[src/rtl/bsg_rr_mux_pkg.sv]
// Shared types and constants for the round-robin one-hot mux arbiter.
// Packet locking is controlled by the BSG_RR_MUX_PKT_LOCK_EN macro.
package bsg_rr_mux_pkg;

    // Arbitration state: ARB picks freely; LOCK holds the grant on one requester.
    typedef enum logic [0:0] {
        ARB  = 1'b0,
        LOCK = 1'b1
    } state_e;

    // Pointer width; a single requester still gets a 1-bit pointer.
    function automatic int unsigned ptr_width(input int unsigned els);
        return (els <= 1) ? 1 : $clog2(els);
    endfunction

endpackage

[src/rtl/bsg_rr_pick_one_hot.sv]
// Combinational rotate-priority picker: returns the first set request bit at
// or above i_ptr (wrapping to 0) as a one-hot grant plus its encoded index.
module bsg_rr_pick_one_hot
    import bsg_rr_mux_pkg::*;
#(
    parameter  int unsigned els_p = 4,
    localparam int unsigned PTR_W = ptr_width(els_p)
) (
    input  logic [els_p-1:0] i_req,
    input  logic [PTR_W-1:0] i_ptr,
    output logic [els_p-1:0] o_grant,
    output logic [PTR_W-1:0] o_grant_idx
);

    // Scan els_p positions starting at the pointer; the first hit wins.
    always_comb begin : pick
        int unsigned idx;
        logic        found;
        o_grant     = '0;
        o_grant_idx = '0;
        found       = 1'b0;
        idx         = 0;
        for (int unsigned i = 0; i < els_p; i++) begin
            idx = (32'(i_ptr) + i) % els_p;
            if (!found && i_req[PTR_W'(idx)]) begin
                found                  = 1'b1;
                o_grant[PTR_W'(idx)]   = 1'b1;
                o_grant_idx            = PTR_W'(idx);
            end
        end
    end

endmodule

[src/rtl/bsg_rr_mux_one_hot_arb.sv]
// Round-robin arbiter and registered output stage sharing one width_p-bit
// channel between els_p valid/yumi requesters.
// Optional packet locking: define BSG_RR_MUX_PKT_LOCK_EN to hold the grant
// on one requester until it presents a beat with last_i set.
module bsg_rr_mux_one_hot_arb
    import bsg_rr_mux_pkg::*;
#(
    parameter int unsigned width_p = 32,
    parameter int unsigned els_p   = 4
) (
    input  logic                       clk_i,
    input  logic                       reset_i,
    input  logic [els_p-1:0]           v_i,
    input  logic [els_p*width_p-1:0]   data_i,
    input  logic [els_p-1:0]           last_i,
    output logic [els_p-1:0]           yumi_o,
    output logic                       v_o,
    output logic [width_p-1:0]         data_o,
    output logic [els_p-1:0]           sel_one_hot_o,
    input  logic                       ready_i
);

    localparam int unsigned PTR_W = ptr_width(els_p);

    // Output beat register and round-robin pointer.
    logic                 r_v;
    logic [width_p-1:0]   r_data;
    logic [els_p-1:0]     r_sel;
    logic [PTR_W-1:0]     r_ptr;

    logic                 w_ld;
    logic [els_p-1:0]     w_cand;
    logic [els_p-1:0]     w_grant;
    logic [PTR_W-1:0]     w_grant_idx;
    logic [els_p-1:0]     w_yumi;
    logic                 w_any;
    logic                 w_last;
    logic [width_p-1:0]   w_data_sel;
    logic [PTR_W-1:0]     w_ptr_inc;
    logic [PTR_W-1:0]     w_ptr_next;

`ifdef BSG_RR_MUX_PKT_LOCK_EN
    state_e               r_state;
    state_e               w_state_next;
    logic [PTR_W-1:0]     r_lock_idx;
    logic [PTR_W-1:0]     w_lock_idx_next;
    logic [els_p-1:0]     w_lock_mask;
`else
    logic                 w_unused_last;
`endif

    // The output register can take a new beat when empty or being drained.
    assign w_ld = ~r_v | ready_i;

`ifdef BSG_RR_MUX_PKT_LOCK_EN
    // While locked, only the locked requester is a candidate.
    always_comb begin
        w_lock_mask              = '0;
        w_lock_mask[r_lock_idx]  = 1'b1;
        w_cand                   = v_i;
        if (r_state == LOCK) begin
            w_cand = v_i & w_lock_mask;
        end
    end
`else
    assign w_cand = v_i;
`endif

    bsg_rr_pick_one_hot #(
        .els_p        (els_p)
    ) u_pick (
        .i_req        (w_cand),
        .i_ptr        (r_ptr),
        .o_grant      (w_grant),
        .o_grant_idx  (w_grant_idx)
    );

    // Grant becomes a consume strobe only when the beat can be loaded.
    assign w_yumi = w_grant & {els_p{w_ld & ~reset_i}};
    assign w_any  = |w_yumi;
    assign yumi_o = w_yumi;

`ifdef BSG_RR_MUX_PKT_LOCK_EN
    assign w_last = last_i[w_grant_idx];
`else
    // Without locking every beat ends its own packet.
    assign w_last        = 1'b1;
    assign w_unused_last = ^last_i;
`endif

    // One-hot AND-OR data steering; zero when nobody is granted.
    always_comb begin
        w_data_sel = '0;
        for (int unsigned k = 0; k < els_p; k++) begin
            w_data_sel = w_data_sel
                       | (data_i[k*width_p +: width_p] & {width_p{w_yumi[k]}});
        end
    end

    // Pointer value one past the granted requester, with wrap.
    assign w_ptr_inc = (w_grant_idx == PTR_W'(els_p - 1))
                     ? '0
                     : w_grant_idx + PTR_W'(1);

`ifdef BSG_RR_MUX_PKT_LOCK_EN
    // Next-state logic for the ARB/LOCK machine, pointer and lock index.
    always_comb begin
        w_state_next    = r_state;
        w_lock_idx_next = r_lock_idx;
        w_ptr_next      = r_ptr;
        if (w_any) begin
            case (r_state)
                ARB: begin
                    if (!w_last) begin
                        w_state_next    = LOCK;
                        w_lock_idx_next = w_grant_idx;
                    end else begin
                        w_ptr_next = w_ptr_inc;
                    end
                end
                LOCK: begin
                    if (w_last) begin
                        w_state_next = ARB;
                        w_ptr_next   = w_ptr_inc;
                    end
                end
                default: begin
                    w_state_next = ARB;
                end
            endcase
        end
    end

    // State and lock index registers.
    always_ff @(posedge clk_i or posedge reset_i) begin
        if (reset_i) begin
            r_state    <= ARB;
            r_lock_idx <= '0;
        end else begin
            r_state    <= w_state_next;
            r_lock_idx <= w_lock_idx_next;
        end
    end
`else
    // Pointer advances past every granted requester.
    always_comb begin
        w_ptr_next = r_ptr;
        if (w_any && w_last) begin
            w_ptr_next = w_ptr_inc;
        end
    end
`endif

    // Round-robin pointer register.
    always_ff @(posedge clk_i or posedge reset_i) begin
        if (reset_i) begin
            r_ptr <= '0;
        end else begin
            r_ptr <= w_ptr_next;
        end
    end

    // Output beat register; reloads whenever the slot is free or retiring.
    always_ff @(posedge clk_i or posedge reset_i) begin
        if (reset_i) begin
            r_v    <= 1'b0;
            r_sel  <= '0;
            r_data <= '0;
        end else if (w_ld) begin
            r_v    <= w_any;
            r_sel  <= w_yumi;
            r_data <= w_data_sel;
        end
    end

    assign v_o           = r_v;
    assign data_o        = r_data;
    assign sel_one_hot_o = r_sel;

endmodule

[config.mk]
export PLATFORM = sky130hd
export DESIGN_NAME = bsg_rr_mux_one_hot_arb
export DESIGN_NICKNAME = d
export VERILOG_FILES = /design/src/rtl/bsg_rr_mux_pkg.sv /design/src/rtl/bsg_rr_pick_one_hot.sv /design/src/rtl/bsg_rr_mux_one_hot_arb.sv
export SDC_FILE = /design/constraint.sdc
export NUM_CORES = 1
export LEC_CHECK = 0
export ABC_CLOCK_PERIOD_IN_PS = 7300
export CELL_PAD_IN_SITES_DETAIL_PLACEMENT = 1
export CELL_PAD_IN_SITES_GLOBAL_PLACEMENT = 1
export CORE_ASPECT_RATIO = 0.6
export CORE_MARGIN = 1
export CORE_UTILIZATION = 47
export DETAILED_ROUTE_END_ITERATION = 10
export DONT_BUFFER_PORTS = 1
export PLACE_DENSITY = 0.84
export SLEW_MARGIN = 20
export SYNTH_ARGS = -nofsm -noshare
export SYNTH_HDL_FRONTEND = slang
export SYNTH_SLANG_ARGS = --single-unit
[constraint.sdc]
create_clock -name clk_i -period 7.3 [get_ports clk_i]
set_input_delay 1.46 -clock clk_i [delete_from_list [all_inputs] [get_ports clk_i]]
set_output_delay 1.46 -clock clk_i [all_outputs]
set_load 0.005 [all_outputs]
Word level (Yosys, flattened, before mapping)

Index checks and enable logic that the tools add are counted.
Widths: inputs -> output; s select.

Equal/unequal tests: 1
Bitwise gates (word level): 15
Reduce and logical (&&, ||, !) cells: 11
Mux-type cells: 28
$add $sub $neg: 4
$lt $le $gt $ge: 8

Operators by type and width:

| kind                | number |
|---|---|
| $and 32x32->32      | 4 |
| $or 32x32->32       | 3 |
| $mux 4              | 4 |
| $lt 2x3->1 const B  | 4 |
| $or 4x4->4          | 3 |
| $mux 1              | 11 |
| $mux 2              | 5 |
| $bmux 1 s2          | 4 |
| $demux 1 s2         | 4 |
| $ge 2x1->1 const B  | 4 |
| $logic_and 1x1->1   | 7 |
| $add 2x1->2 const B | 2 |
| $add 2x2->2 const B | 2 |
| $and 4x4->4         | 1 |
| $reduce_or 4->1     | 1 |
| $logic_not 1->1     | 3 |
| $eq 2x2->1 const B  | 1 |
| $not 1->1           | 2 |
| $and 1x1->1         | 1 |
| $or 1x1->1          | 1 |

Bits in registers: 39
Word-level logic and storage cells: 71
Input port bits: 139

Logic depth before layout (Yosys ltp)

Gate-level depths: netlist of run 1.

Depth in word-level cells: 17
Gate-level depth with buffers: 13
Mapped depth without buffers: 8

Modules after synthesis

A second synthesis of run 1 with hierarchy kept.

Cells, all modules: 300
Area, all modules: 2834.0 sq um

Modules (own cells, without submodules):

| module                 | area each (sq um) | sequential area each (sq um) | instances | cells an instance |
|---|---|---|---|---|
| bsg_rr_mux_one_hot_arb | 2429.8            | 975.9                        | 1         | 252 |
| bsg_rr_pick_one_hot    | 404.1             | 0.0                          | 1         | 48 |

Worst setup path after synthesis of run 1

No wires, ideal clock.

Path kind: input to output
From: in v_i[2]
To: out yumi_o[0]
Data arrival time: 3.066 ns
Path slack: 2.774 ns
Cell stages on the path: 7
Buffers on the path: 3
Cell sequence: buf_2 mux4_2 or3b_1 nor2_1 o31a_1 buf_4 buf_2

Longest elaborated chain between the ends: 13
Elaborated cells between the ends (all ways): 25
Classes of those cells: mux: 15; bitwise: 4; reduce/logical: 6

Ends and longest elaborated chain:

| element                      | RTL line                     | RTL |
|---|---|---|
| from (decl)                  | bsg_rr_mux_one_hot_arb.sv:13 | `input logic [els_p-1:0] v_i,` |
| $bmux 1 s2                   | bsg_rr_pick_one_hot.sv:25    | `if (!found && i_req[PTR_W'(idx)]) begin` |
| $mux 1 (implied by the code) | bsg_rr_pick_one_hot.sv:25    |  |
| $mux 1                       | bsg_rr_pick_one_hot.sv:25    |  |
| $logic_not 1->1              | bsg_rr_pick_one_hot.sv:25    |  |
| $logic_and 1x1->1            | bsg_rr_pick_one_hot.sv:25    |  |
| $mux 1                       | bsg_rr_pick_one_hot.sv:25    |  |
| $logic_not 1->1              | bsg_rr_pick_one_hot.sv:25    |  |
| $logic_and 1x1->1            | bsg_rr_pick_one_hot.sv:25    |  |
| $mux 1                       | bsg_rr_pick_one_hot.sv:25    |  |
| $logic_not 1->1              | bsg_rr_pick_one_hot.sv:25    |  |
| $logic_and 1x1->1            | bsg_rr_pick_one_hot.sv:25    |  |
| $mux 4 (*)                   | bsg_rr_pick_one_hot.sv:25    |  |
| $and 4x4->4 (*)              | bsg_rr_mux_one_hot_arb.sv:79 | `assign w_yumi = w_grant & {els_p{w_ld & ~reset_i}};` |
| to (decl)                    | bsg_rr_mux_one_hot_arb.sv:16 | `output logic [els_p-1:0] yumi_o,` |

Every way passes the cells marked *; elsewhere a longest branch is shown, timed or not. The select of a mux whose other input is x is not followed.

==> run summary, run 1 <==
outcome - finished, violations left
failing checks - DRC
Initial DRC Count - 122
largest net degree at the start of global routing - 66
Post-CTS Hold Buffers - 0
first-pass GRT wire length - 11.8 mm
Area growth, synth to finish - 4.09%
setup violators final - 0
worst r2r dst - r_ptr[1]
Root Buffer Master - clkbuf_8
Core Region - 5180 sq um
Wirelength per Cell - 24.0 um
DRT antenna net count - 0
clk_skew - 0.00654 ns
num rows - 20
share of post-route cells with drive strength above 1 - 8.37%
Max-cap violations - 0
TritonCTS clock tree - yes
Power Dens Cells - 459 nW/um^2
GRT Max-Usage Layer - met2
cts repair resizes - 0
Tcrit/Tclk final - 67.4%
fmax - 203 MHz
Setup TNS - 0 ns
most frequent cells in the layout - a22oi_1, dfrtp_1, nor2_1, a31oi_1
unrepaired setup endpoints after global routing - no
Cell variety after synth - 38
maximum vdd ir drop - 192 uV
syn avg cell area - 9.28 sq um
hpwl dp - 5.56 mm
flop and latch count out of synthesis - 39
class of the worst hold path - flop to flop
CP Launch Type - flop
clk slew on worst S/H paths - 0.08 ns
register area share after synthesis - 37.6%
pins over their slew limit - 0
Most used DFF post-synth - dfrtp_1
routability cong. - 0.954
routed via count - 2,354
final net count - 408
GRT Total Usage - 26.6%
critical path arrival - 3.46 ns
Die X - 98.0 um
vias in the first global route - 2,273
GRT overflow - 0
Crit Path Category - flop to output port
n_diodes - 0
CP max FO - 36
Max clock buf depth - 2
TritonCTS Buffers - 5
Layout fillers - 612
Fin. Hold Viols - 0
asr flop ratio synth - 100%
Starting Density - 50.1%
worst path required time - 5.84 ns
H-tree Lvls - 2
I/O pin total - 180
initial antenna violation count - 0
min cycle time layout - 4.92 ns
GR met3 Demand/Resource - 5.42%
Slew headroom - 42.8%
Syn Nets - 426
Netlist Area Pre-Place - 2600 sq um
Mapped Cells - 280
post-route total power - 0.00124 W
CP Capture Point - yumi_o[2]
Worst-Skew Late Latency - 0.29 ns
Ys Warns - 0
Post-synth EDFFs - 0
R2R setup slack - 3.35 ns
most common cell after layout, fill and taps aside - a22oi_1
via-per-instance ratio - 7.16
DIE HEIGHT - 59.6 um
wirelength, routed - 7.89 mm
Setup Buffers After CTS - 0
clk sinks - 39
grt met2 use - 46.6%
Port Buffers - 0
met1 Track Usage GR - 34.1%
number of remaining DRC errors - 12
leakage power - 1.08 nW
worst reg2reg path depth - 9
overall die area - 5840 sq um
Worst Max-Slew Pin Slew - 0.858 ns
Setup crit end kind - output port
Pre-Repair DR Iteration Count - 9
-- worst max-delay path, cell delays in order, from the launching register on --
cell	delay, ns
dfrtp_1	0.91
inv_1	0.25
ha_1	0.56
mux4_2	0.40
nor3b_1	0.33
and2_1	0.19
o31a_1	0.13
buf_4	0.39
-- cell type report --
cell class	count	area (sq um)	share of cell area, %
Clock buffer	6	72.6	2.68
Timing Repair Buffer	5	37.5	1.39
Tap cell	66	82.6	3.05
Sequential cell	39	976	36.1
Multi-Input combinational cell	204	1450	53.6
Inverter	7	26.3	0.972
Clock inverter	2	60.1	2.22
-- state kept, by name (all words and copies together), names as in the netlist, named ones only --
signal and count:
sel_one_hot_o 4, v_o 1, data_o 32, r_ptr 1
-- per-stage QoR --
stage                     worst slack [ns]  hold slack [ns]  instance area (sq um)  util, %  std cells
after detailed placement              2.74            0.520                   2570     49.5        321
after CTS                             2.38            0.538                   2700     52.1        329
final                                 2.38            0.537                   2700     52.2        329
after global placement                2.81            0.493                   2570     49.5        321
after global routing                  2.10            0.548                   2700     52.2        329
after floorplan                       2.77            0.474                   2600        -        280
-- synth_stat cells (2+ instances only) --
cell      count  area, sq um
nand2_1       7         26.3
o311ai_0      4         35.0
o31a_1        4         35.0
a31oi_1      33          206
inv_1         7         26.3
ha_1          7         87.6
a22oi_1      64          480
mux2i_1       4         40.0
mux4_2        3         67.6
buf_6         2         22.5
and2_1        4         25.0
nor3b_1       3         22.5
buf_2        17         85.1
and3b_1       2         17.5
nor2_1       36          135
nor2b_1       2         12.5
a21o_1        4         30.0
a21oi_1       4         20.0
nand4_1       4         25.0
dfrtp_1      39          976
o221ai_1      2         17.5
mux2_2        4         45.0
clkbuf_1      8         30.0
a21boi_0      2         15.0
-- cell families (layout without fill, tap and decap cells) --
| group | count (synthesis) | in the layout | share of synthesized area, % |
|---|---|---|---|
| compound gates | 121 | 121 | 33.8 |
| simple gates | 63 | 63 | 11.7 |
| flops | 39 | 39 | 37.6 |
| buf+inv | 37 | 20 | 6.94 |
| mux | 12 | 12 | 6.31 |
| fa+ha+maj | 7 | 7 | 3.37 |
| xor+xnor | 1 | 1 | 0.337 |
-- power breakdown --
group	total [W]	internal, W	switching (W)
sequential	0.000433	0.000317	0.000116
clock	0.000213	0.000137	0.0000762
combinational	0.000595	0.000253	0.000341
total	0.00124	0.000707	0.000533
-- metal layers --
metal  share of wire, %  vias to the layer above
li1                   -                     1047
met1                 42                     1179
met2                 49                      117
met3                7.4                       11
met4                1.2                        0
met5                  0                        -
-- worst min-delay path by stage --
| stage | depth (start not counted) | end | start | slack (ns) |
|---|---|---|---|---|
| final | 1 | sel_one_hot_o[0] | sel_one_hot_o[0] | 0.54 |
| after global placement | 1 | sel_one_hot_o[3] | sel_one_hot_o[3] | 0.49 |
| after floorplan | 1 | sel_one_hot_o[0] | sel_one_hot_o[0] | 0.47 |
| after global routing | 1 | sel_one_hot_o[0] | sel_one_hot_o[0] | 0.55 |
| after CTS | 1 | sel_one_hot_o[0] | sel_one_hot_o[0] | 0.54 |
| after detailed placement | 1 | sel_one_hot_o[0] | sel_one_hot_o[0] | 0.52 |
Power figures use the tool's default switching activity.
==> run 2, diff against run 1 <==
--- a/config.mk
+++ b/config.mk
@@ -5,15 +5,15 @@
 export SDC_FILE = /design/constraint.sdc
 export NUM_CORES = 1
 export LEC_CHECK = 0
-export ABC_CLOCK_PERIOD_IN_PS = 7300
+export ABC_CLOCK_PERIOD_IN_PS = 4300
 export CELL_PAD_IN_SITES_DETAIL_PLACEMENT = 1
 export CELL_PAD_IN_SITES_GLOBAL_PLACEMENT = 1
 export CORE_ASPECT_RATIO = 0.6
 export CORE_MARGIN = 1
-export CORE_UTILIZATION = 47
+export CORE_UTILIZATION = 40
 export DETAILED_ROUTE_END_ITERATION = 10
 export DONT_BUFFER_PORTS = 1
-export PLACE_DENSITY = 0.84
+export PLACE_DENSITY = 0.76
 export SLEW_MARGIN = 20
 export SYNTH_ARGS = -nofsm -noshare
 export SYNTH_HDL_FRONTEND = slang
==> constraint.sdc (replaced) <==
create_clock -name clk_i -period 4.3 [get_ports clk_i]
set_input_delay 0.86 -clock clk_i [delete_from_list [all_inputs] [get_ports clk_i]]
set_output_delay 0.86 -clock clk_i [all_outputs]
set_load 0.005 [all_outputs]
==> run 2 against run 1 <==
Effect of this change:
- critical path depth fell by 1
- critical path type unchanged
- design area rose by 1.4%
- the flow now finishes without violations
- first-iteration DRC count rose by 24%
- sequential share of layout area fell by 0.49 points
- clock skew rose by 0.0019 ns
- critical endpoint is now yumi_o[1]
==> run summary, run 2 (synthesis gave the netlist of run 1 again) <==
outcome - finished, final reports clean
Setup crit end kind - output port
cts repair resizes - 0
n_diodes - 0
TritonCTS clock tree - yes
CP max FO - 13
final net count - 414
overall die area - 6830 sq um
Core Region - 6190 sq um
Port Buffers - 0
vias in the first global route - 2,132
top layer in use - met4
clk slew on worst S/H paths - 0.08 ns
Starting Density - 41.9%
most frequent cells in the layout - a22oi_1, dfrtp_1, nor2_1, a31oi_1, buf_4
fmax - 276 MHz
Fin. Hold Viols - 0
DIE HEIGHT - 64.4 um
min cycle time layout - 3.62 ns
unrepaired setup endpoints after global routing - no
Max-cap violations - 0
Worst Max-Slew Pin Slew - 0.873 ns
Wirelength per Cell - 22.2 um
Worst-Skew Late Latency - 0.28 ns
Tcrit/Tclk final - 84.2%
Initial DRC Count - 151
DR WL met3 - 471 um
CP Launch Type - flop
H-tree Lvls - 2
first-pass GRT wire length - 11.4 mm
Max clock buf depth - 2
routed wire length on met2 - 3.54 mm
Final Hold Slack - 0.517 ns
metal1 wirelength - 3.73 mm
I/O pin total - 180
routability cong. - 0.862
critical path arrival - 2.76 ns
TritonCTS Buffers - 5
Pre-Repair DR Iteration Count - 6
routed via count - 2,300
number of remaining DRC errors - 0
maximum vdd ir drop - 234 uV
worst path required time - 3.44 ns
via-per-instance ratio - 6.53
clk sinks - 39
GRT overflow - 0
Slew headroom - 41.2%
Root Buffer Master - clkbuf_8
hpwl dp - 5.79 mm
Area growth, synth to finish - 5.54%
largest net degree at the start of global routing - 66
leakage power - 1.09 nW
class of the worst hold path - flop to flop
initial antenna violation count - 0
pins over their slew limit - 0
num rows - 22
setup violators final - 0
DRT antenna net count - 0
wirelength, routed - 7.82 mm
Power Dens Cells - 751 nW/um^2
Layout fillers - 726
Die X - 106 um
Setup TNS - 0 ns
GRT Total Usage - 21.7%
Post-CTS Hold Buffers - 0
share of post-route cells with drive strength above 1 - 10.1%
clk_skew - 0.00839 ns
max reg flops - 32
Crit Path Category - flop to output port
most common cell after layout, fill and taps aside - a22oi_1
Setup Buffers After CTS - 0
==> run 2: cell types whose count changed in the layout (fill, tap and decap cells not counted), sizes merged <==
cell    previous run  this run
bufinv             2         1
buf                5        11
==> run 2: area by class of cell <==
type                    instances  area, sq um  share of cell area (%)
multi-input cells             204         1450                    52.9
flip-flops and latches         39          976                    35.6
well taps                      84          105                    3.83
repair buffers                 11         82.6                    3.01
clock buffers                   6         72.6                    2.65
clock inverters                 1         30.0                    1.10
inverters                       7         26.3                   0.958
==> run 2: power by group <==
part	switching [W]	internal (W)	total (W)
combinational	0.000630	0.000458	0.00109
clock	0.000121	0.000170	0.000291
sequential	0.000140	0.000540	0.000680
total	0.000891	0.00117	0.00206
==> run 2: worst paths after layout <==
kind,from,endpoint,slack [ns],depth (start not counted)
max,r_ptr[1],yumi_o[1],0.68,6
min,sel_one_hot_o[3],sel_one_hot_o[3],0.52,1
max reg2reg,r_ptr[1],data_o[23],0.98,9
min reg2reg,sel_one_hot_o[3],sel_one_hot_o[3],0.52,1
max in group asynchronous,reset_i,data_o[17],3.38,2
min in group asynchronous,reset_i,data_o[8],0.56,2
==> run 2: layer usage <==
metal  vias to the layer above  global-route usage [%]
met4                         0                    4.34
met3                         6                    5.13
li1                       1057                       -
met2                       105                    35.0
met5                         -                       0
met1                      1132                    30.0
==> run 2: worst max-delay path, cell delays in order (launching register included) <==
cell	delay (ns)
dfrtp_1	0.35
inv_1	0.11
ha_1	0.51
mux4_2	0.38
nor3b_1	0.36
and2_1	0.19
o31a_1	0.56
==> run 2: metrics by stage <==
step | setup slack (ns) | area (sq um) | power, W | std cells | utilization, %
3_3_place_gp | 0.951 | 2630 | 0.00173 | 345 | 42.5
2_1_floorplan | 0.482 | 2600 | 0.00152 | 280 | -
6_report | 0.681 | 2740 | 0.00206 | 352 | 44.3
5_1_grt | 0.529 | 2740 | 0.00222 | 352 | 44.3
4_1_cts | 0.718 | 2740 | 0.00208 | 352 | 44.2
3_5_place_dp | 0.931 | 2630 | 0.00178 | 345 | 42.5
